File: config.mk
export PLATFORM = sky130hd
export DESIGN_NAME = instruction_packer
export DESIGN_NICKNAME = d
export VERILOG_FILES = /design/src/rtl/instruction_packer.sv
export SDC_FILE = /design/constraint.sdc
export NUM_CORES = 1
export LEC_CHECK = 0
export CAP_MARGIN = 20
export CORE_MARGIN = 2
export CORE_UTILIZATION = 30
export DETAILED_ROUTE_END_ITERATION = 12
export PLACE_DENSITY = 0.59
export SLEW_MARGIN = 5
export SYNTH_ARGS = -nofsm -noshare
export SYNTH_HDL_FRONTEND = slang
export SYNTH_SLANG_ARGS = --single-unit
File: constraint.sdc
create_clock -name CLK -period 1.95 [get_ports CLK]
set_input_delay 0.2925 -clock CLK [delete_from_list [all_inputs] [get_ports CLK]]
set_output_delay 0.2925 -clock CLK [all_outputs]
set_load 0.01 [all_outputs]
File: src/rtl/instruction_packer.sv
// Re-assembles decoded instruction fields into a 32-bit word and streams it
// into byte-addressed instruction memory, little-endian, from BASE_ADDR upward.
module instruction_packer #(
    parameter int ADDR_WIDTH = 10,
    parameter int BASE_ADDR  = 0
) (
    input  logic                  CLK,
    input  logic                  RESET,
    input  logic                  in_valid,
    output logic                  in_ready,
    input  logic [7:0]            opcode,
    input  logic [7:0]            write_reg,
    input  logic [7:0]            read_reg1,
    input  logic [7:0]            read_reg2,
    input  logic [7:0]            immediate,
    input  logic                  use_imm,
    output logic                  mem_write,
    output logic [ADDR_WIDTH-1:0] mem_addr,
    output logic [7:0]            mem_wdata,
    input  logic                  mem_busywait,
    output logic                  instr_done,
    output logic [ADDR_WIDTH-2:0] instr_count,
    output logic                  mem_full
);

    typedef enum logic {
        IDLE  = 1'b0,
        WRITE = 1'b1
    } state_t;

    localparam logic [ADDR_WIDTH-1:0] BASE    = ADDR_WIDTH'(BASE_ADDR);
    // Pointer of the last instruction slot; its final byte is the top address.
    localparam logic [ADDR_WIDTH-1:0] TOP_PTR = {{(ADDR_WIDTH-2){1'b1}}, 2'b00};

    state_t                  r_state, w_state_nx;
    logic [31:0]             r_word, w_word_nx;
    logic [1:0]              r_idx, w_idx_nx;
    logic [ADDR_WIDTH-1:0]   r_ptr, w_ptr_nx;
    logic [ADDR_WIDTH-2:0]   r_count, w_count_nx;
    logic                    r_full, w_full_nx;
    logic                    r_done, w_done_nx;

    always_ff @(posedge CLK or negedge RESET) begin
        if (!RESET) begin
            r_state <= IDLE;
            r_word  <= '0;
            r_idx   <= '0;
            r_ptr   <= BASE;
            r_count <= '0;
            r_full  <= 1'b0;
            r_done  <= 1'b0;
        end else begin
            r_state <= w_state_nx;
            r_word  <= w_word_nx;
            r_idx   <= w_idx_nx;
            r_ptr   <= w_ptr_nx;
            r_count <= w_count_nx;
            r_full  <= w_full_nx;
            r_done  <= w_done_nx;
        end
    end

    always_comb begin
        w_state_nx = r_state;
        w_word_nx  = r_word;
        w_idx_nx   = r_idx;
        w_ptr_nx   = r_ptr;
        w_count_nx = r_count;
        w_full_nx  = r_full;
        w_done_nx  = 1'b0;
        case (r_state)
            IDLE: begin
                if (in_valid && !r_full) begin
                    w_word_nx  = {opcode, write_reg, read_reg1,
                                  use_imm ? immediate : read_reg2};
                    w_idx_nx   = 2'd0;
                    w_state_nx = WRITE;
                end
            end
            WRITE: begin
                if (!mem_busywait) begin
                    if (r_idx == 2'd3) begin
                        w_idx_nx   = 2'd0;
                        w_count_nx = r_count + (ADDR_WIDTH-1)'(1);
                        w_done_nx  = 1'b1;
                        w_state_nx = IDLE;
                        // Park at the top slot instead of wrapping once memory is full.
                        if (r_ptr == TOP_PTR) begin
                            w_full_nx = 1'b1;
                        end else begin
                            w_ptr_nx = r_ptr + ADDR_WIDTH'(4);
                        end
                    end else begin
                        w_idx_nx = r_idx + 2'd1;
                    end
                end
            end
            default: w_state_nx = IDLE;
        endcase
    end

    logic [7:0] w_byte;
    always_comb begin
        w_byte = 8'h00;
        case (r_idx)
            2'd0: w_byte = r_word[7:0];
            2'd1: w_byte = r_word[15:8];
            2'd2: w_byte = r_word[23:16];
            2'd3: w_byte = r_word[31:24];
            default: w_byte = 8'h00;
        endcase
    end

    assign in_ready    = (r_state == IDLE) && !r_full;
    assign mem_write   = (r_state == WRITE);
    assign mem_addr    = r_ptr + ADDR_WIDTH'(r_idx);
    assign mem_wdata   = (r_state == WRITE) ? w_byte : 8'h00;
    assign instr_done  = r_done;
    assign instr_count = r_count;
    assign mem_full    = r_full;

endmodule

==> results of run 1 <==
through the flow:
stage	power [mW]	cells	setup TNS, ps
floorplan	3.01	216	0
global route	5.09	410	-1890
detailed placement	4.03	393	-1470
global placement	3.99	393	-1060
finish	4.70	410	-1010
CTS	4.76	409	-1190
path summary, 6_finish.rpt:
| path | to | slack (ps) | cells past startpoint |
|---|---|---|---|
| worst max-delay path | mem_wdata[5] | -160 | 6 |
| worst min-delay path | instr_count[8] | 470 | 1 |
| worst max register to register | r_ptr[8] | 90 | 8 |
| worst min register to register | instr_count[8] | 470 | 1 |
| max in group asynchronous | r_idx[1] | 1200 | 3 |
| min in group asynchronous | instr_done | 490 | 3 |
logic make-up after synthesis:
| kind of cell | count (synthesis) | share of synthesized area |
|---|---|---|
| and+or+nand+nor | 59 | 0.129 |
| DFF | 54 | 0.528 |
| muxes | 35 | 0.149 |
| AOI/OAI and AO/OA | 34 | 0.0899 |
| buffers and inverters | 16 | 0.0332 |
| xor gates and xnor gates | 12 | 0.0410 |
| adders and majority gates | 6 | 0.0293 |
power by group:
group / internal (mW) / switching, mW
clock: 0.260 / 0.403
sequential: 1.56 / 0.381
combinational: 1.21 / 0.892
total: 3.03 / 1.68
synth_stat cells (3+ instances only):
cell type,n
a211oi_1,3
a21oi_1,10
a222oi_1,8
and2_1,8
buf_6,3
clkbuf_1,5
dfrtp_1,54
ha_1,6
inv_1,5
mux2_1,3
mux2_2,23
mux2i_1,9
nand2_1,19
nor2_1,12
nor3_1,5
o21ai_0,8
xnor2_1,3
xor2_1,9
layout make-up:
cell class | count | area (µm²)
clock inverter | 3 | 25.0
timing repair buffer | 92 | 883
fill | 784 | 4600
multi-input combinational | 146 | 1170
inverter | 5 | 18.8
tap | 105 | 131
sequential | 54 | 1360
clock buffer | 5 | 68.8
timing repair:
| action | in CTS | in global routing |
|---|---|---|
| gates cloned | 0 | 0 |
| endpoints found under the hold margin | 54 | 0 |
| hold buffers | 1 | 0 |
| setup buffers | 7 | 1 |
| setup endpoints to repair | 10 | 8 |
| resized for setup | 57 | 1 |
| pin swaps | 17 | 9 |
state kept, by name (all words and copies together), names as in the netlist:
signal and flops:
r_word 32, instr_count 9, r_ptr 8, r_idx 2, instr_done 1, mem_full 1, mem_write 1
layout by cell type (no fill, tap or decap), types with 2 or more instances in the layout:
cell type and instances:
o21ai_1 8, dfrtp_2 3, inv_1 3, buf_6 3, buf_12 3, clkdlybuf4s50_1 65, a222oi_1 8, ha_1 3
nand2_1 19, buf_2 9, nand4_1 2, mux2_1 3, ha_4 3, a21o_1 2, a21oi_1 10, nand3_1 2
xor2_1 9, a211oi_1 3, nor3_1 5, buf_4 10, clkbuf_8 5, xnor2_1 3, nand2b_1 2, nor2_1 12
mux2i_1 9, mux2_2 23, and2_1 8, inv_2 2, dfrtp_1 51
routing by layer:
layer  track usage  up-vias  wire length, µm
met5             0        -                0
met4        0.0411        0              101
met3        0.0411        9              466
met2         0.233       67             2880
met1         0.182      913             2630
li1              -      946                -
==> impl_metrics.env, run 1 <==
export IMPL_drc_errors=0
export IMPL_cts_buffers_inserted=5
export IMPL_grt_max_degree=55
export IMPL_grt_pass1_wl_um=10100
export IMPL_placed_cell_area_um2=3470
export IMPL_final_area_um2=3650
export IMPL_leakagePower_nw=1.58
export IMPL_die_area_um2=9290
export IMPL_drtIter0Drc=82
export IMPL_power_density_nw_per_um2=1290
export IMPL_core_region_area_um2=8260
export IMPL_critPathBufInv=2
export IMPL_synth_seq_cells=54
export IMPL_fin_nets=355
export IMPL_start_util=0.310
export IMPL_finalHoldViolCount=0
export IMPL_clk_path_buf_depth=2
export IMPL_dp_slack_ps=-206
export IMPL_hpwl_um=4310
export IMPL_violations="negative setup slack"
export IMPL_setup_viol=8
export IMPL_slew_headroom=0.687
export IMPL_diodes=0
export IMPL_min_delay_path_class="flip-flop to flip-flop"
export IMPL_synth_top_cells_by_area="dfrtp_1 (53%), mux2_2 (10%), mux2i_1 (3.5%), a222oi_1 (3.1%), xor2_1 (3.1%)"
export IMPL_yosys_area_top_type_share=0.528
export IMPL_crit_path_cell_trace="ha_4, buf_6, a222oi_1, o21ai_1, and2_1, buf_2"
export IMPL_gp_congestion=0.783
export IMPL_syn_area_um2=2560
export IMPL_cp_slowest_stage_delay_ps=460
export IMPL_worst_ir_drop_vdd_v=0.000572
export IMPL_start_kind="flip-flop"
export IMPL_cts_tree="done"
export IMPL_crit_path_start="r_idx[0]"
export IMPL_arrival_ps=1820
export IMPL_hold_ws_ps=472
export IMPL_cts_htree_levels=2
export IMPL_synth_cell_type_count=36
export IMPL_end_kind="output port"
export IMPL_track_usage=0.142
export IMPL_globalRouteOverflowTotal=0
export IMPL_ys_async_sr_fraction=1.00
export IMPL_portBuffers=75
export IMPL_slowest_stage="dfrtp_2"
export IMPL_io_pins=76
export IMPL_drive_above_1_share=0.226
export IMPL_fmax_mhz=474
export IMPL_required_ps=1660
export IMPL_syn_area_per_cell_um2=11.9
export IMPL_min_period_over_period=1.08
export IMPL_insertion_delay_ps=320
export IMPL_maxSlewViolCount=0
export IMPL_wire_per_inst_um=14.8
export IMPL_skew_ps=11.4
export IMPL_rows=33
export IMPL_vias=1935
export IMPL_area_growth_pct=42.6
export IMPL_finalWorstSetupSlack_ps=-158
export IMPL_antenna_left=0
export IMPL_rr_startpoint="r_idx[0]"
export IMPL_fin_util=0.442
export IMPL_synthCells=216
export IMPL_ys_warn_count=0
export IMPL_path_class="flip-flop to output port"
export IMPL_critical_path_top_delay_family="flip-flops"
export IMPL_clock_sinks=54
export IMPL_clkSlewWorstSetupHoldPaths_ps=100
export IMPL_rsz0062_at_grt="true"
export IMPL_synth_top_area_cell="dfrtp_1"
export IMPL_antenna_found_initial=0
export IMPL_synth_seq_area_share=0.528
export IMPL_synth_edff_count=0
export IMPL_avgViaCountPerCell=4.72
export IMPL_cp_max_fo=4
export IMPL_maxCapViolations=0
export IMPL_synth_fp_nets=267
export IMPL_wl_um=6080
export IMPL_min_period_ps=2110
export IMPL_cts_root_buf="clkbuf_8"
export IMPL_die_w_um=96.4
export IMPL_ys_flop_type="dfrtp_1"
export IMPL_firstDrtPassIters=5
export IMPL_status="finished with violations"
export IMPL_hp_start="instr_count[8]"
export IMPL_grt_pass1_vias=2083
export IMPL_worstMarginPinSlew_ps=468
export IMPL_die_h_um=96.4
No activity file was read; power rests on OpenSTA's default activity.
==> run 2: changes to the inputs <==
Settings changed: CORE_ASPECT_RATIO set to 1.25.
==> run 2 against run 1 <==
Against the previous run: the run still ends with negative setup slack left; non-clock buffer count down 1; sequential cell count stayed put; cell count is 2.2% lower; sequential share of layout area decreased by 0.089 points; clock-buffer cell count stayed put; sequential power is essentially flat; critical path type unchanged; largest cell class unchanged.
==> impl_metrics.env, run 2 (synthesized netlist as in run 1, its figures left out) <==
export IMPL_crit_path_start="r_idx[1]"
export IMPL_track_usage=0.136
export IMPL_fin_cells=401
export IMPL_rows=37
export IMPL_drtIter0Drc=122
export IMPL_die_w_um=86.6
export IMPL_insertion_delay_ps=310
export IMPL_firstDrtPassIters=4
export IMPL_vias=1925
export IMPL_fin_util=0.442
export IMPL_leakagePower_nw=1.59
export IMPL_status="finished with violations"
export IMPL_clk_path_buf_depth=2
export IMPL_cts_tree="done"
export IMPL_start_kind="flip-flop"
export IMPL_final_cell_mix="clkdlybuf4s50_1 (66), dfrtp_1 (51), mux2_2 (23), nand2_1 (19), nor2_1 (12)"
export IMPL_end_kind="output port"
export IMPL_fmax_mhz=471
export IMPL_grt_pass1_wl_um=9760
export IMPL_worstMarginPinSlew_ps=487
export IMPL_cts_buffers_inserted=5
export IMPL_required_ps=1660
export IMPL_largest_register_ffs=32
export IMPL_placed_cell_area_um2=3440
export IMPL_antenna_left=0
export IMPL_avgViaCountPerCell=4.80
export IMPL_cp_max_fo=5
export IMPL_maxCapViolations=0
export IMPL_rr_worst_depth=7
export IMPL_globalRouteOverflowTotal=0
export IMPL_wl_um=6090
export IMPL_skew_ps=3.35
export IMPL_layout_commonest_cell="clkdlybuf4s50_1"
export IMPL_dpl_cell_count=384
export IMPL_maxSlewViolCount=0
export IMPL_area_growth_pct=43.0
export IMPL_drive_above_1_share=0.224
export IMPL_min_period_over_period=1.09
export IMPL_arrival_ps=1830
export IMPL_rsz0062_at_grt="true"
export IMPL_rr_startpoint="r_idx[1]"
export IMPL_clkSlewWorstSetupHoldPaths_ps=110
export IMPL_setup_viol=8
export IMPL_finalHoldViolCount=0
export IMPL_wire_per_inst_um=15.2
export IMPL_r2r_end="r_ptr[8]"
export IMPL_gp_congestion=0.743
export IMPL_grt_pass1_vias=1936
export IMPL_portBuffers=75
export IMPL_die_area_um2=9300
export IMPL_min_delay_path_class="input pin to async pin"
export IMPL_core_region_area_um2=8290
export IMPL_drc_errors=0
export IMPL_worst_ir_drop_vdd_v=0.000610
export IMPL_cts_htree_levels=2
export IMPL_fin_nets=354
export IMPL_r2r_slack_ps=120
export IMPL_die_h_um=107
export IMPL_slew_headroom=0.675
export IMPL_start_util=0.309
export IMPL_hpwl_um=4400
export IMPL_clock_sinks=54
export IMPL_power_density_nw_per_um2=1320
export IMPL_top_register="r_word"
export IMPL_diodes=0
export IMPL_antenna_found_initial=0
export IMPL_min_period_ps=2120
export IMPL_grt_max_degree=44
export IMPL_crit_path_end="mem_wdata[4]"
export IMPL_io_pins=76
export IMPL_violations="negative setup slack"
export IMPL_path_class="flip-flop to output port"
export IMPL_finalWorstSetupSlack_ps=-174
export IMPL_cts_root_buf="clkbuf_8"
export IMPL_final_area_um2=3660
## run 2: changes by cell type in the layout (fill, tap and decap cells not counted), sizes merged
cell           delta
buf               -1
bufinv            +1
clkdlybuf4s50     +1
clkinvlp          -1
dlygate4sd2       -1
## run 2: where the power goes
part           internal (mW)  leakage [nW]  switching [mW]  total, mW
Combinational           1.21         0.875           0.879       2.09
Clock                  0.390        0.0587           0.406      0.796
Sequential              1.56         0.655           0.387       1.95
Total                   3.16          1.59            1.67       4.83
## run 2: how the worst min path moves through the flow
stage	from	endpoint	slack [ps]
after detailed placement	RESET	r_word[26]	290
final	RESET	r_word[20]	460
after floorplan	RESET	instr_count[0]	-3
after CTS	instr_count[8]	instr_count[8]	480
after global routing	instr_count[8]	instr_count[8]	490
after global placement	RESET	r_word[20]	280
## run 2: worst max-delay path, stage by stage, from the launching register on
cell      delay, ps
dfrtp_2         460
ha_4            200
buf_6           110
a222oi_1        380
o21ai_1          80
and2_1          150
buf_2           130
## run 2: metrics by stage
step,setup slack (ps),hold WS [ps],power [mW],setup TNS (ps)
after floorplan,220,-3.09,3.01,0
after global placement,-159,282,3.95,-1010
after detailed placement,-248,290,3.98,-1490
after CTS,-191,480,4.88,-1390
after global routing,-346,494,5.18,-2160
final,-174,462,4.83,-1190
## run 2: layer usage
layer  global-route usage  up-vias  share of wire
met5                    0        -              0
met4               0.0335        0         0.0062
met3               0.0299        4          0.046
met2                0.245       49           0.53
met1                0.163      927           0.42
li1                     -      945              -
## run 2: area by class of cell
class / instances / area [µm²]
Inverter: 5 / 18.8
Sequential cell: 54 / 1360
Clock buffer: 5 / 68.8
Fill cell: 797 / 4620
Tap cell: 97 / 121
Timing Repair Buffer: 91 / 880
Clock inverter: 3 / 47.5
Multi-Input combinational cell: 146 / 1170
## run 2: repair_timing
| item | 4_1_cts | 5_1_grt |
|---|---|---|
| endpoints found under the hold margin | 19 | 0 |
| setup endpoints to repair | 10 | 9 |
| pin swaps | 18 | 10 |
| gates cloned | 0 | 0 |
| hold buffers | 1 | 0 |
| gates resized for setup | 56 | 1 |
| setup buffers | 6 | 2 |
==> run 3: changes to the inputs <==
--- a/config.mk
+++ b/config.mk
@@ -7,5 +7,4 @@
 export LEC_CHECK = 0
 export CAP_MARGIN = 20
-export CORE_ASPECT_RATIO = 1.25
 export CORE_MARGIN = 2
 export CORE_UTILIZATION = 30
==> constraint.sdc (replaced) <==
create_clock -name CLK -period 1.95 [get_ports CLK]
set_input_delay 0.195 -clock CLK [delete_from_list [all_inputs] [get_ports CLK]]
set_output_delay 0.195 -clock CLK [all_outputs]
set_load 0.01 [all_outputs]
==> run 3 against run 2 <==
Against the previous run: the flow still finishes with violations (negative setup slack); via count is 3.1% higher; die area barely moved; global-route usage up 0.28 points; cell count increased by 3.0%; hold slack worse by 67 ps; sequential cell count unchanged; critical path depth unchanged; maximum frequency increased by 4.6%; combinational power about the same; wire length increased by 0.53%; largest power group unchanged.
==> impl_metrics.env, run 3 (synthesized netlist as in run 1, its figures left out) <==
export IMPL_clk_path_buf_depth=2
export IMPL_firstDrtPassIters=5
export IMPL_cp_max_fo=5
export IMPL_cp_slowest_stage_delay_ps=470
export IMPL_fmax_mhz=493
export IMPL_pwr_share_comb=0.434
export IMPL_diodes=0
export IMPL_fin_nets=358
export IMPL_multi_input_area_um2=1190
export IMPL_arrival_ps=1840
export IMPL_grt_max_degree=44
export IMPL_crit_path_cell_trace="ha_4, buf_6, a222oi_1, o21ai_1, and2_1, buf_2"
export IMPL_status="finished with violations"
export IMPL_area_growth_pct=45.0
export IMPL_cts_buffers_inserted=5
export IMPL_required_ps=1750
export IMPL_clock_sinks=54
export IMPL_seq_area_um2=1350
export IMPL_antenna_left=0
export IMPL_wire_per_inst_um=14.8
export IMPL_hold_ws_ps=395
export IMPL_clkSlewWorstSetupHoldPaths_ps=100
export IMPL_finalWorstSetupSlack_ps=-80.3
export IMPL_worst_ir_drop_vdd_v=0.000721
export IMPL_cts_tree="done"
export IMPL_cts_htree_levels=2
export IMPL_violations="negative setup slack"
export IMPL_slew_headroom=0.635
export IMPL_core_region_area_um2=8260
export IMPL_power_density_nw_per_um2=1290
export IMPL_io_pins=76
export IMPL_setup_viol=7
export IMPL_rsz0062_at_grt="true"
export IMPL_leakagePower_nw=1.61
export IMPL_worstMarginPinSlew_ps=548
export IMPL_seq_power_share=0.403
export IMPL_hpwl_um=4370
export IMPL_swShare=0.343
export IMPL_min_delay_path_class="input pin to async pin"
export IMPL_skew_ps=7.87
export IMPL_start_util=0.310
export IMPL_drc_errors=0
export IMPL_top_register="r_word"
export IMPL_avgViaCountPerCell=4.80
export IMPL_drive_above_1_share=0.237
export IMPL_min_period_over_period=1.04
export IMPL_grt_pass1_wl_um=9840
export IMPL_drtIter0Drc=91
export IMPL_layout_commonest_cell="clkdlybuf4s50_1"
export IMPL_wl_um=6120
export IMPL_rows=33
export IMPL_finalHoldViolCount=0
export IMPL_portBuffers=75
export IMPL_fill_cells=799
export IMPL_switchingPower_mw=1.64
export IMPL_cellInternalPower_mw=3.15
export IMPL_end_kind="output port"
export IMPL_die_h_um=96.4
export IMPL_die_w_um=96.4
export IMPL_cts_root_buf="clkbuf_8"
export IMPL_globalRouteOverflowTotal=0
export IMPL_maxSlewViolCount=0
export IMPL_start_kind="flip-flop"
export IMPL_final_cell_mix="clkdlybuf4s50_1 (66), dfrtp_1 (52), mux2_2 (23), nand2_1 (19), buf_4 (13)"
export IMPL_largest_register_ffs=32
export IMPL_vias=1984
export IMPL_gp_congestion=0.824
export IMPL_insertion_delay_ps=310
export IMPL_maxCapViolations=0
export IMPL_grt_pass1_vias=1964
export IMPL_die_area_um2=9290
export IMPL_slowest_stage="dfrtp_2"
export IMPL_min_period_ps=2030
export IMPL_power_share_clock=0.163
export IMPL_track_usage=0.139
export IMPL_path_class="flip-flop to output port"
export IMPL_antenna_found_initial=0
export IMPL_p_total_mw=4.79
run 3: cell count changes in the layout (fill, tap and decap cells not counted), sizes merged:
cell  delta
buf      +4
run 3: power by group through the flow:
stage | registers [mW] | clock network [mW] | logic (mW)
after CTS | 1.94 | 0.808 | 2.06
after global routing | 1.99 | 0.847 | 2.31
final | 1.93 | 0.781 | 2.08
after global placement | 1.95 | 0 | 2.02
after detailed placement | 1.94 | 0 | 2.04
after floorplan | 1.85 | 0 | 1.15
run 3: layout make-up:
cell class	instances	area share
Multi-Input combinational cell	146	0.322
Timing Repair Buffer	95	0.242
Inverter	5	0.00505
Sequential cell	54	0.365
Clock inverter	3	0.0128
Clock buffer	5	0.0185
Tap cell	105	0.0354
run 3: what timing repair did:
item	in CTS	in global routing
endpoints found under the setup margin	8	12
pin swaps	17	19
endpoints found under the hold margin	22	0
hold buffers	1	0
setup buffers	5	4
gates resized for setup	51	9
run 3: metrics by stage:
step | setup TNS (ps) | worst slack [ps] | util | std cells | area, µm²
6_report | -363 | -80.3 | 0.450 | 413 | 3710
3_3_place_gp | -408 | -78.4 | 0.419 | 395 | 3460
4_1_cts | -867 | -148 | 0.440 | 409 | 3640
5_1_grt | -1150 | -182 | 0.450 | 413 | 3710
2_1_floorplan | 0 | 317 | - | 216 | 2560
3_5_place_dp | -745 | -141 | 0.419 | 395 | 3460
run 3: layer usage:
| layer | GRT usage | wire [µm] | up-vias |
|---|---|---|---|
| li1 | - | - | 955 |
| met1 | 0.183 | 2720 | 953 |
| met2 | 0.231 | 2940 | 71 |
| met3 | 0.0341 | 400 | 5 |
| met4 | 0.0317 | 54 | 0 |
| met5 | 0 | 0 | - |
run 3: worst paths after layout:
kind	startpoint	endpoint	slack, ps	depth (start not counted)
setup reg to reg	r_idx[0]	r_ptr[5]	70	9
hold / removal	RESET	instr_done	400	2
hold reg to reg	instr_count[8]	instr_count[8]	470	1
max in group asynchronous	RESET	r_word[29]	910	3
min in group CLK	instr_count[8]	instr_count[8]	470	1
setup / recovery	r_idx[0]	mem_wdata[4]	-80	6
run 3: worst max-delay path, delay by kind of cell, from the launching register on:
family	cells	cell delay (ps)
buf+inv	2	250
flops	1	470
fa+ha+maj	1	200
simple gates	1	150
compound gates	2	450
